File: src/rtl/ahb_slave_if_if.sv
`default_nettype none
// ============================================================================
// Module      : ahb_slave_if_if
// Description : AHB-Lite bus bundle between an AHB master (or bus fabric)
//               and the AHB slave front end of the AHB-to-APB bridge.
//               master modport : drives hready_in/htrans/hwrite/haddr/hwdata,
//                                observes the pipeline, select and response.
//               slave modport  : the reverse.
// Revision    : 1.0  initial release
// ============================================================================
interface ahb_slave_if_if;
    // AHB inputs to the slave front end
    logic        hready_in;
    logic [1:0]  htrans;
    logic        hwrite;
    logic [31:0] haddr;
    logic [31:0] hwdata;

    // Front-end outputs toward the bridge FSM and the AHB response mux
    logic        valid;
    logic [31:0] haddr_0;
    logic [31:0] haddr_1;
    logic [31:0] hwdata_0;
    logic [31:0] hwdata_1;
    logic        hwrite_reg;
    logic        hwrite_reg_1;
    logic [2:0]  temp_sel;
    logic [1:0]  err_resp;
    logic        err_ready;

    modport master (
        output hready_in, htrans, hwrite, haddr, hwdata,
        input  valid, haddr_0, haddr_1, hwdata_0, hwdata_1,
               hwrite_reg, hwrite_reg_1, temp_sel, err_resp, err_ready
    );

    modport slave (
        input  hready_in, htrans, hwrite, haddr, hwdata,
        output valid, haddr_0, haddr_1, hwdata_0, hwdata_1,
               hwrite_reg, hwrite_reg_1, temp_sel, err_resp, err_ready
    );
endinterface
`default_nettype wire

File: src/rtl/ahb_slave_if.sv
`default_nettype none
// ============================================================================
// Module      : ahb_slave_if
// Description : AHB-Lite slave front end of the AHB-to-APB bridge. Registers
//               the address/data/control pipeline in two stages, decodes a
//               one-hot APB slave select from a three-region address map and
//               produces the valid qualifier for the bridge FSM. Transfers to
//               unmapped addresses get a local two-cycle ERROR response.
// Ports       : hclk    - bus clock, rising edge
//               hresetn - asynchronous active-low reset
//               bus     - ahb_slave_if_if.slave (AHB inputs, pipeline
//                         outputs, slave select, error response)
// Revision    : 1.0  initial release
// ============================================================================
module ahb_slave_if #(
    parameter logic [31:0] BASE0       = 32'h8000_0000,
    parameter logic [31:0] BASE1       = 32'h8400_0000,
    parameter logic [31:0] BASE2       = 32'h8800_0000,
    parameter int          REGION_BITS = 26
) (
    input  wire logic      hclk,
    input  wire logic      hresetn,
    ahb_slave_if_if.slave  bus
);

    typedef enum logic [1:0] {
        ERR_IDLE = 2'd0,
        ERR_CYC1 = 2'd1,
        ERR_CYC2 = 2'd2
    } err_state_t;

    err_state_t  r_err_state;
    err_state_t  w_err_next;
    logic [1:0]  w_err_resp;
    logic        w_err_ready;

    logic [2:0]  w_sel_d;
    logic        w_active;

    logic [31:0] r_haddr_0;
    logic [31:0] r_haddr_1;
    logic [31:0] r_hwdata_0;
    logic [31:0] r_hwdata_1;
    logic        r_hwrite_reg;
    logic        r_hwrite_reg_1;
    logic [2:0]  r_temp_sel;

    // Address decode: each region is 2**REGION_BITS bytes, so only the bits
    // above the region size take part in the match.
    always_comb begin
        w_sel_d = 3'b000;
        if (bus.haddr[31:REGION_BITS] == BASE0[31:REGION_BITS])
            w_sel_d = 3'b001;
        else if (bus.haddr[31:REGION_BITS] == BASE1[31:REGION_BITS])
            w_sel_d = 3'b010;
        else if (bus.haddr[31:REGION_BITS] == BASE2[31:REGION_BITS])
            w_sel_d = 3'b100;
    end

    // NONSEQ and SEQ both have htrans[1] set; IDLE and BUSY do not.
    assign w_active = bus.htrans[1];

    // The explicit hresetn term keeps valid low for the whole reset interval,
    // not just after the FSM has been forced to ERR_IDLE.
    assign bus.valid = hresetn & bus.hready_in & w_active &
                       (w_sel_d != 3'b000) & (r_err_state == ERR_IDLE);

    // Two-stage address/data/control pipeline, advancing only on HREADY.
    // Unmapped transfers shift through too; temp_sel = 000 flags them.
    always_ff @(posedge hclk or negedge hresetn) begin
        if (!hresetn) begin
            r_haddr_0      <= 32'h0;
            r_haddr_1      <= 32'h0;
            r_hwdata_0     <= 32'h0;
            r_hwdata_1     <= 32'h0;
            r_hwrite_reg   <= 1'b0;
            r_hwrite_reg_1 <= 1'b0;
            r_temp_sel     <= 3'b000;
        end else if (bus.hready_in) begin
            r_haddr_1      <= r_haddr_0;
            r_haddr_0      <= bus.haddr;
            r_hwdata_1     <= r_hwdata_0;
            r_hwdata_0     <= bus.hwdata;
            r_hwrite_reg_1 <= r_hwrite_reg;
            r_hwrite_reg   <= bus.hwrite;
            r_temp_sel     <= w_sel_d;
        end
    end

    assign bus.haddr_0      = r_haddr_0;
    assign bus.haddr_1      = r_haddr_1;
    assign bus.hwdata_0     = r_hwdata_0;
    assign bus.hwdata_1     = r_hwdata_1;
    assign bus.hwrite_reg   = r_hwrite_reg;
    assign bus.hwrite_reg_1 = r_hwrite_reg_1;
    assign bus.temp_sel     = r_temp_sel;

    // Error responder state register
    always_ff @(posedge hclk or negedge hresetn) begin
        if (!hresetn)
            r_err_state <= ERR_IDLE;
        else
            r_err_state <= w_err_next;
    end

    // Two-cycle AHB ERROR: first cycle with HREADYOUT low, second with it
    // high. A transfer presented during the second cycle is dropped.
    always_comb begin
        w_err_next  = r_err_state;
        w_err_resp  = 2'b00;
        w_err_ready = 1'b1;
        case (r_err_state)
            ERR_IDLE: begin
                if (bus.hready_in && w_active && (w_sel_d == 3'b000))
                    w_err_next = ERR_CYC1;
            end
            ERR_CYC1: begin
                w_err_resp  = 2'b01;
                w_err_ready = 1'b0;
                w_err_next  = ERR_CYC2;
            end
            ERR_CYC2: begin
                w_err_resp  = 2'b01;
                w_err_ready = 1'b1;
                w_err_next  = ERR_IDLE;
            end
            default: begin
                w_err_next = ERR_IDLE;
            end
        endcase
    end

    assign bus.err_resp  = w_err_resp;
    assign bus.err_ready = w_err_ready;

endmodule
`default_nettype wire

File: src/flat_wrapper.sv
// flat-port wrapper written by rule: the top's interface ports become plain ports
module ahb_slave_if_flat 
#(
    parameter logic [31:0] BASE0       = 32'h8000_0000,
    parameter logic [31:0] BASE1       = 32'h8400_0000,
    parameter logic [31:0] BASE2       = 32'h8800_0000,
    parameter int          REGION_BITS = 26
)
  (hclk, hresetn, bus_hready_in, bus_htrans, bus_hwrite, bus_haddr, bus_hwdata, bus_valid, bus_haddr_0, bus_haddr_1, bus_hwdata_0, bus_hwdata_1, bus_hwrite_reg, bus_hwrite_reg_1, bus_temp_sel, bus_err_resp, bus_err_ready);
  ahb_slave_if_if bus_i ();
  input  wire logic hclk;
  input  wire logic hresetn;
  input wire logic [$bits(bus_i.hready_in)-1:0] bus_hready_in;
  input wire logic [$bits(bus_i.htrans)-1:0] bus_htrans;
  input wire logic [$bits(bus_i.hwrite)-1:0] bus_hwrite;
  input wire logic [$bits(bus_i.haddr)-1:0] bus_haddr;
  input wire logic [$bits(bus_i.hwdata)-1:0] bus_hwdata;
  output wire logic [$bits(bus_i.valid)-1:0] bus_valid;
  output wire logic [$bits(bus_i.haddr_0)-1:0] bus_haddr_0;
  output wire logic [$bits(bus_i.haddr_1)-1:0] bus_haddr_1;
  output wire logic [$bits(bus_i.hwdata_0)-1:0] bus_hwdata_0;
  output wire logic [$bits(bus_i.hwdata_1)-1:0] bus_hwdata_1;
  output wire logic [$bits(bus_i.hwrite_reg)-1:0] bus_hwrite_reg;
  output wire logic [$bits(bus_i.hwrite_reg_1)-1:0] bus_hwrite_reg_1;
  output wire logic [$bits(bus_i.temp_sel)-1:0] bus_temp_sel;
  output wire logic [$bits(bus_i.err_resp)-1:0] bus_err_resp;
  output wire logic [$bits(bus_i.err_ready)-1:0] bus_err_ready;
  assign bus_i.hready_in = bus_hready_in;
  assign bus_i.htrans = bus_htrans;
  assign bus_i.hwrite = bus_hwrite;
  assign bus_i.haddr = bus_haddr;
  assign bus_i.hwdata = bus_hwdata;
  assign bus_valid = bus_i.valid;
  assign bus_haddr_0 = bus_i.haddr_0;
  assign bus_haddr_1 = bus_i.haddr_1;
  assign bus_hwdata_0 = bus_i.hwdata_0;
  assign bus_hwdata_1 = bus_i.hwdata_1;
  assign bus_hwrite_reg = bus_i.hwrite_reg;
  assign bus_hwrite_reg_1 = bus_i.hwrite_reg_1;
  assign bus_temp_sel = bus_i.temp_sel;
  assign bus_err_resp = bus_i.err_resp;
  assign bus_err_ready = bus_i.err_ready;
  ahb_slave_if #(.BASE0(BASE0), .BASE1(BASE1), .BASE2(BASE2), .REGION_BITS(REGION_BITS)) u_core (.hclk(hclk), .hresetn(hresetn), .bus(bus_i));
endmodule
File: config.mk
export PLATFORM = sky130hd
export DESIGN_NAME = ahb_slave_if_flat
export DESIGN_NICKNAME = d
export VERILOG_FILES = /design/src/rtl/ahb_slave_if_if.sv /design/src/rtl/ahb_slave_if.sv /design/src/flat_wrapper.sv
export SDC_FILE = /design/constraint.sdc
export NUM_CORES = 1
export LEC_CHECK = 0
export ABC_AREA = 1
export CORE_AREA = 2 2 158 83
export DETAILED_ROUTE_END_ITERATION = 8
export DIE_AREA = 0 0 160 85
export HOLD_SLACK_MARGIN = 0.02
export PLACE_DENSITY = 0.79
export SLEW_MARGIN = 20
export SYNTH_ARGS = -nofsm -noshare
export SYNTH_HDL_FRONTEND = slang
export SYNTH_SLANG_ARGS = --single-unit
File: constraint.sdc
create_clock -name hclk -period 1.93 [get_ports hclk]
set_input_delay 0.193 -clock hclk [delete_from_list [all_inputs] [get_ports hclk]]
set_output_delay 0.193 -clock hclk [all_outputs]
set_load 0.05 [all_outputs]
==> results.txt, run 1 <==
- TritonCTS built the clock tree.
- Number of core rows: 29
- Total Neg Setup Slack: 0 ns
- Finished layout cell area: 7890 um2
- Clk slew on worst S/H paths: about 0.060 ns
- Final wirelength: 13800 um
- Walking the worst path, the cells encountered are clkdlybuf4s50_1.
- CP Buf/Inv Count: 1
- Across the VDD grid, the largest voltage drop is 0.000634 V.
- Inserted Clock Buffers: 17
- Post-CTS Repair Setup Buffers: 0
- Vias in the first global route: ~4300
* Critical Path Fanout Max: 3
- After detailed routing, the number of remaining DRC violations is 0.
* WL per Instance: 14.9 um
- Layout overhead on the synthesized area: 51.1%
- In the routed layout, each cell is associated on average with a via count of approximately 4.6.
- Synthesis handed over a netlist of 545 instances.
* Final period utilization: 0.937
- Data required time of the critical path: 1.74 ns
* RR Endpoint: u_core.r_err_state[0]
- The die is 85 um tall.
- The final route contains ~4300 vias.
- The number of nets handed over by synthesis was 618.
- Once routing completed, OpenROAD measured the worst setup slack at 0.121 ns.
- The worst hold path passes through 3 cells.
- DRT Pass-1 Iters: 4
* RePlAce Congestion: 0.787
* Sequential cell area fraction in the yosys report: 0.647
* Critical path launch point type: register
- Total power density per cell area: between 1000 and 1500 nW/um2
- Nets: 817
- Clock latency of the later-clocked register in the worst-skew pair: 0.40 ns
- Setup Viol. Count Final: 0
* Termination of the worst setup path: bus_hwdata_0[16]
* Number of maximum-capacitance constraint violations: 0
* Achievable Freq: 553 MHz
- After floorplanning, the core was sized to cover 12300 um2.
- The multi-input combinational cells in the finished layout cover a total of 1370 um2.
- Leak: 3.70 nW
- STA classifies the critical path endpoint as a primary output.
* Arrival time of data at the critical path endpoint: roughly 1.6 ns
- Die X-Extent: 160 um
- The clock passes through at most 2 buffers.
- In this run the worst setup path begins at u_core.bus.hwdata_0[16].
- Worst slack on hold paths: 0.199 ns
* Worst setup slack after placement: around 0.21 ns
* Fill count: 1003
- The number of antenna diodes in the final layout is 0.
* Status: finished clean
- CTS placed an instance of sky130_fd_sc_hd__clkbuf_16 at the clock tree root.
- Minimum clock period: between 1.5 and 2 ns
* Number of sinks driven by the clock tree: 135
- Headroom to the max-slew limit: 0.526
* Number of antenna violations at the first check in global routing: 0
- Global routing finished with a remaining overflow of 0.
- Detailed placement ended at an HPWL of 9730 um.
- Number of top-level pins: between 200 and 250
- Cell area after synthesis: 5220 um2
- Final Hold Vio Count: 0
- Slowest CP cell: sky130_fd_sc_hd__clkdlybuf4s50_1
- In the final layout, the share of cells above drive strength 1 is 0.0543.
* Antenna Violating Nets Remaining: 0
- Effective utilization at floorplan: 0.426
* Count of warnings emitted by yosys: 0
- In this run the worst hold path is classified as in2reg.
* Instance area after placement: 7290 um2
- Count of input and output buffers: 204
* Final Instance Count excl. Fillers: 925
* CP Depth: 1
- Counting flops and latches in the post-synthesis netlist gives 135.
- GRT Overall Usage: 0.207
* Post-route clock skew: about 0.01 ns
- Type of the worst setup path: reg2out
- First-iteration detailed-routing DRC count: about 320
* Number of cells on the worst reg-to-reg path: 3
- Wire length of the first global-routing pass: 22100 um
- In this design, the stage delay of the slowest critical-path cell is 0.85 ns.
- The H-tree generated during clock tree synthesis spans 4 levels.
- Worst-Margin Slew: 0.711 ns
- Entering global routing, the biggest net connects 136 pins.
- The floorplan step defined a die boundary enclosing 13600 um2.
* Sequential cell area: between 3000 and 4000 um2
* Distinct cell type count after synthesis: 17
- The max-slew violation count is 0.
* RSZ-0062 raised after global routing: no
- Origin of the critical flop-to-flop path: u_core.r_err_state[1]
- R2R Setup Slk: between 0.9 and 1 ns
- Including well taps, the total number of placed cells is 894.
- Avg Synthesized Cell Area: 9.58 um2
- Broken down by cell family, the worst path's largest delay share belongs to buffers and inverters.
[cell usage after synthesis (all sizes together)]
| cell | n | share of area |
|---|---|---|
| dfrtp | 135 | 0.65 |
| nor2 | 4 | 0.0029 |
| a21boi | 1 | 0.0014 |
| conb | 1 | 0.00072 |
| clkbuf | 8 | 0.0072 |
| o21ai | 97 | 0.093 |
| inv | 57 | 0.042 |
| nand3 | 5 | 0.0048 |
| buf | 22 | 0.042 |
| nand2 | 212 | 0.15 |
| ha | 3 | 0.0072 |
[per-stage QoR]
step,power [mW],util
6_report,8.92,0.644
2_1_floorplan,4.81,-
3_5_place_dp,5.74,0.594
4_1_cts,9.02,0.644
3_3_place_gp,5.69,0.594
5_1_grt,9.28,0.644
[layer usage]
layer | routed length (um) | up-vias | global-route usage
li1 | - | 2076 | -
met1 | 6290 | 2019 | 0.269
met2 | 6130 | 150 | 0.328
met3 | 1250 | 8 | 0.0836
met4 | 92 | 0 | 0.0524
met5 | 0 | - | 0
[power breakdown]
part	internal (mW)	switching, mW	total [mW]
sequential	3.12	0.176	3.30
clock	2.05	1.18	3.23
combinational	0.767	1.62	2.39
[cell usage in the layout (no fill, tap or decap), types with 2 or more instances in the layout]
cell type,count
sky130_fd_sc_hd__nand2_1,212
sky130_fd_sc_hd__clkdlybuf4s50_1,199
sky130_fd_sc_hd__dfrtp_1,135
sky130_fd_sc_hd__inv_1,56
sky130_fd_sc_hd__o21ai_0,53
sky130_fd_sc_hd__o21ai_1,44
sky130_fd_sc_hd__clkbuf_16,17
sky130_fd_sc_hd__buf_4,6
sky130_fd_sc_hd__nand3_1,5
sky130_fd_sc_hd__clkinvlp_4,5
sky130_fd_sc_hd__nor2_1,4
sky130_fd_sc_hd__ha_1,3
sky130_fd_sc_hd__bufinv_16,3
sky130_fd_sc_hd__buf_12,3
sky130_fd_sc_hd__clkinv_4,2
sky130_fd_sc_hd__clkinv_2,2
[worst min-delay path by stage]
stage / to / start
after floorplan: u_core.bus.haddr_0[0] / hresetn
after global placement: u_core.bus.temp_sel[1] / hresetn
after detailed placement: u_core.bus.haddr_0[8] / hresetn
after CTS: u_core.bus.hwdata_0[14] / bus_hready_in
after global routing: u_core.bus.hwdata_0[14] / bus_hready_in
final: u_core.bus.hwdata_0[14] / bus_hready_in
[worst reg2reg max path, stage by stage, from the launching register on]
cell and delay (ns):
sky130_fd_sc_hd__dfrtp_1 0.38, sky130_fd_sc_hd__inv_1 0.11, sky130_fd_sc_hd__ha_1 0.23, sky130_fd_sc_hd__a21boi_0 0.20
[what timing repair did]
action | in CTS | in global routing
hold endpoints to repair | 135 | 0
hold buffers | 1 | 0
resized for setup | 0 | 0
[layout make-up]
class / instances / area share
Inverter: 57 / 0.0277
Tap cell: 170 / 0.0269
Sequential cell: 135 / 0.428
Timing Repair Buffer: 210 / 0.268
Multi-Input combinational cell: 323 / 0.174
Clock inverter: 12 / 0.0197
Clock buffer: 18 / 0.0556
[cell families (layout without fill, tap and decap cells)]
family,Yosys count,count (layout),share of synthesized area
DFF,135,135,0.647
buffers and inverters,87,297,0.0908
and+or+nand+nor,221,221,0.160
adders and majority gates,3,3,0.00719
AOI/OAI and AO/OA,98,98,0.0944
other,1,1,0.000718
No activity file was read; power rests on OpenSTA's default activity.
==> inputs of run 2 (changes only) <==
--- a/config.mk
+++ b/config.mk
@@ -11,7 +11,7 @@
 export DIE_AREA = 0 0 160 85
 export HOLD_SLACK_MARGIN = 0.02
 export PLACE_DENSITY = 0.79
-export SLEW_MARGIN = 20
+export SLEW_MARGIN = 5
 export SYNTH_ARGS = -nofsm -noshare
 export SYNTH_HDL_FRONTEND = slang
 export SYNTH_SLANG_ARGS = --single-unit
==> results of run 2 <==
Final layout, timing and power as in run 1 (identical DEF).
==> inputs of run 3 (changes only) <==
--- a/config.mk
+++ b/config.mk
@@ -6,11 +6,11 @@
 export NUM_CORES = 1
 export LEC_CHECK = 0
 export ABC_AREA = 1
-export CORE_AREA = 2 2 158 83
+export CORE_AREA = 2 2 156 82
 export DETAILED_ROUTE_END_ITERATION = 8
-export DIE_AREA = 0 0 160 85
+export DIE_AREA = 0 0 158 84
 export HOLD_SLACK_MARGIN = 0.02
-export PLACE_DENSITY = 0.79
+export PLACE_DENSITY = 0.81
 export SLEW_MARGIN = 5
 export SYNTH_ARGS = -nofsm -noshare
 export SYNTH_HDL_FRONTEND = slang
==> run 3 against run 2 <==
Non-clock buffer count grew 1. Clock skew is 0.00061 ns lower. Core utilization increased by 1.0 points. First-iteration DRC count decreased by 8.6%. Largest cell class unchanged. Combinational power hardly changed. Die area shrank 2.4%. Clock power about the same. Cell area increased by 0.41%. Worst setup slack improved by 0.0069 ns. Via count is 0.63% lower.
==> results.txt, run 3 (same netlist as run 1, synthesis figures left out) <==
- Most common cell after layout, fill and taps aside: sky130_fd_sc_hd__nand2_1
- Number of maximum-capacitance constraint violations: 0 (unchanged)
* Fraction of met2 tracks used by global routing: 0.340 (+0.0117)
- Number of top-level pins: 207 (unchanged)
- The global routing stage identified its most utilized layer as met2.
- Antenna Violating Nets Remaining: 0 (unchanged)
* Die X-Extent: 158 um (-1.3%)
- The worst setup path is launched from a register.
- Placeable Area: 12100 um2 (-1.2%)
- The highest ir drop seen on vdd is 0.000664 V (+4.6%).
- The post-detailed-placement half-perimeter wirelength was 9600 um (-1.4%).
* Maximum number of pins on one net before global-route repair: 98 (-28%)
- The signal on the critical path passes through clkdlybuf4s50_1.
* Biggest cell delay along the critical path: 0.84 ns (about the same)
- The number of design-rule violations left by the first detailed-router iteration is 296 (-8.6%).
- Setup repair after global routing left no endpoint under its margin.
* Minimum clock period: 1.80 ns (-0.00691 ns)
- Final period utilization: 0.934 (-0.00358)
- The number of cells in the design after placement came to 895 (+0.11%).
* Total DRC errors in the routed layout: 0 (unchanged)
- Clock H-tree levels: 4 (unchanged)
* Layout Utilization: 0.654 (+0.0104)
- The slew at the pin closest to its max-slew limit was 0.552 ns (-0.159 ns).
- The max-slew violation count is 0 (unchanged).
- Inserted Clock Buffers: 17 (unchanged)
- Instance area after placement: 7310 um2 (+0.27%)
* Total Neg Setup Slack: 0 ns (unchanged)
- Type of the worst setup path: reg2out
- Worst slack on hold paths: 0.251 ns (+0.0516 ns)
* RePlAce Congestion: 0.786 (-0.11%)
* Maximum root-to-sink buffer count: 2 (unchanged)
- Crit. End Element: primary output
* Number of gates resized after cts: 0 (unchanged)
* DR vias: 4226 (-0.63%)
- Achievable Freq: 555 MHz (+0.38%)
- Die span in y: 84 um (-1.2%)
* Layout overhead on the synthesized area: 51.7%
- Final Hold Vio Count: 0 (unchanged)
* Sum of overflow across all layers after global routing: 0 (unchanged)
- Fraction of final layout cells with drive strength greater than 1: 0.0555 (+0.00118)
- The cell family contributing the most delay on the critical path is buffers and inverters.
- Status: finished clean
- The clock latency at the later pin of the worst-skew pair came to 0.39 ns (about the same).
* Leak: 3.73 nW (+0.69%)
- Buffer cell driving the clock tree root: sky130_fd_sc_hd__clkbuf_16
* Number of core rows: 29 (unchanged)
- Worst min path class: in2async
- The count of inserted antenna diode cells was 0 (unchanged).
- Arrival time of data at the critical path endpoint: 1.61 ns (about the same)
- The count of buffering cells on the critical path with inverters included was 1 (unchanged).
- The highest fanout seen on the critical path is 2 (-1).
* Vias in the first global route: 4309 (-0.58%)
- TritonCTS clock tree: yes
- The initial antenna violation count came to 0 (unchanged).
- Commonest cells after routing, fill and taps aside: 212 x sky130_fd_sc_hd__nand2_1, 199 x sky130_fd_sc_hd__clkdlybuf4s50_1, 135 x sky130_fd_sc_hd__dfrtp_1, 56 x sky130_fd_sc_hd__inv_1, 53 x sky130_fd_sc_hd__o21ai_0
* Nets: 818 (+0.12%)
- The overall die area is 13300 um2 (-2.4%).
* GRT Overall Usage: 0.214 (+0.00675)
- Wire length of the first global-routing pass: 21900 um (-0.69%)
* Clk slew on worst S/H paths: 0.06 ns (about the same)
- The TritonCTS sink count came to 135 (unchanged).
* Total power density per cell area: 1130 nW/um2 (-0.11%)
- Headroom to the max-slew limit: 0.631 (+0.105)
- Slowest CP cell: sky130_fd_sc_hd__clkdlybuf4s50_1
* Post-detailed-route via-to-cell ratio: 4.56 (-0.85%)
* Met3 layer usage reported by global route: 0.0789 (-0.00466)
- The detailed-router iteration count before antenna repair was 4 (unchanged).
* Post-route clock skew: 0.00942 ns (-0.000606 ns)
- The final routed wire length divided by cell count is 14.6 um (-1.7%).
- The filler-free cell count of the finished design is 927 (+0.22%).
- The number of I/O port buffers came to 204 (unchanged).
- GR met1 Demand/Resource: 0.282 (+0.0131)
- The data required time of the worst path came to 1.74 ns (about the same).
* Setup Viol. Count Final: 0 (unchanged)
- The design area came to 7930 um2 (+0.41%).
- Final wirelength: 13600 um (-1.5%)
- The initial core utilization came to 0.431 (+0.00510).
-- run 3: cell count changes in the layout (fill, tap and decap cells not counted), sizes merged --
cell,change
clkinv,+2
buf,+1
clkinvlp,-3
clkbuf,+2
-- run 3: per-layer routing --
metal | vias to the layer above | routed length (um) | part of all wire
met4 | 0 | 63 | 0.0046
li1 | 2080 | - | -
met3 | 6 | 1110 | 0.082
met5 | - | 0 | 0
met2 | 136 | 6290 | 0.46
met1 | 2004 | 6090 | 0.45
-- run 3: report_power, final --
part           internal (mW)  switching (mW)  total [mW]
clock                   2.10            1.15        3.25
combinational          0.771            1.62        2.39
sequential              3.13           0.179        3.30
-- run 3: worst paths after layout --
check	startpoint	endpoint	slack (ns)	cells after the start
max	u_core.bus.hwdata_1[8]	bus_hwdata_1[8]	0.13	1
min	hresetn	u_core.bus.hwdata_1[0]	0.25	2
max reg2reg	u_core.r_err_state[1]	u_core.r_err_state[0]	0.90	3
min reg2reg	u_core.bus.hwdata_1[24]	u_core.bus.hwdata_1[24]	0.47	2
max in group asynchronous	hresetn	u_core.bus.haddr_0[27]	0.83	3
min in group hclk	bus_hready_in	u_core.bus.hwdata_1[18]	0.25	4
-- run 3: final cells by class --
type                            count  area, um2
Fill cell                         962       4190
Sequential cell                   135       3380
Timing Repair Buffer              211       2140
Multi-Input combinational cell    323       1370
Clock buffer                       20        457
Inverter                           57        219
Tap cell                          170        213
Clock inverter                     11        150
-- run 3: timing repair --
item                      CTS  global route
hold endpoints to repair   31             0
hold buffers                1             0
buffers inserted            0             0
-- run 3: through the flow --
step | worst slack [ns] | power [mW]
finish | 0.128 | 8.94
global route | 0.00723 | 9.35
CTS | 0.0924 | 9.05
detailed placement | 0.200 | 5.75
global placement | 0.232 | 5.68
floorplan | 0.368 | 4.81
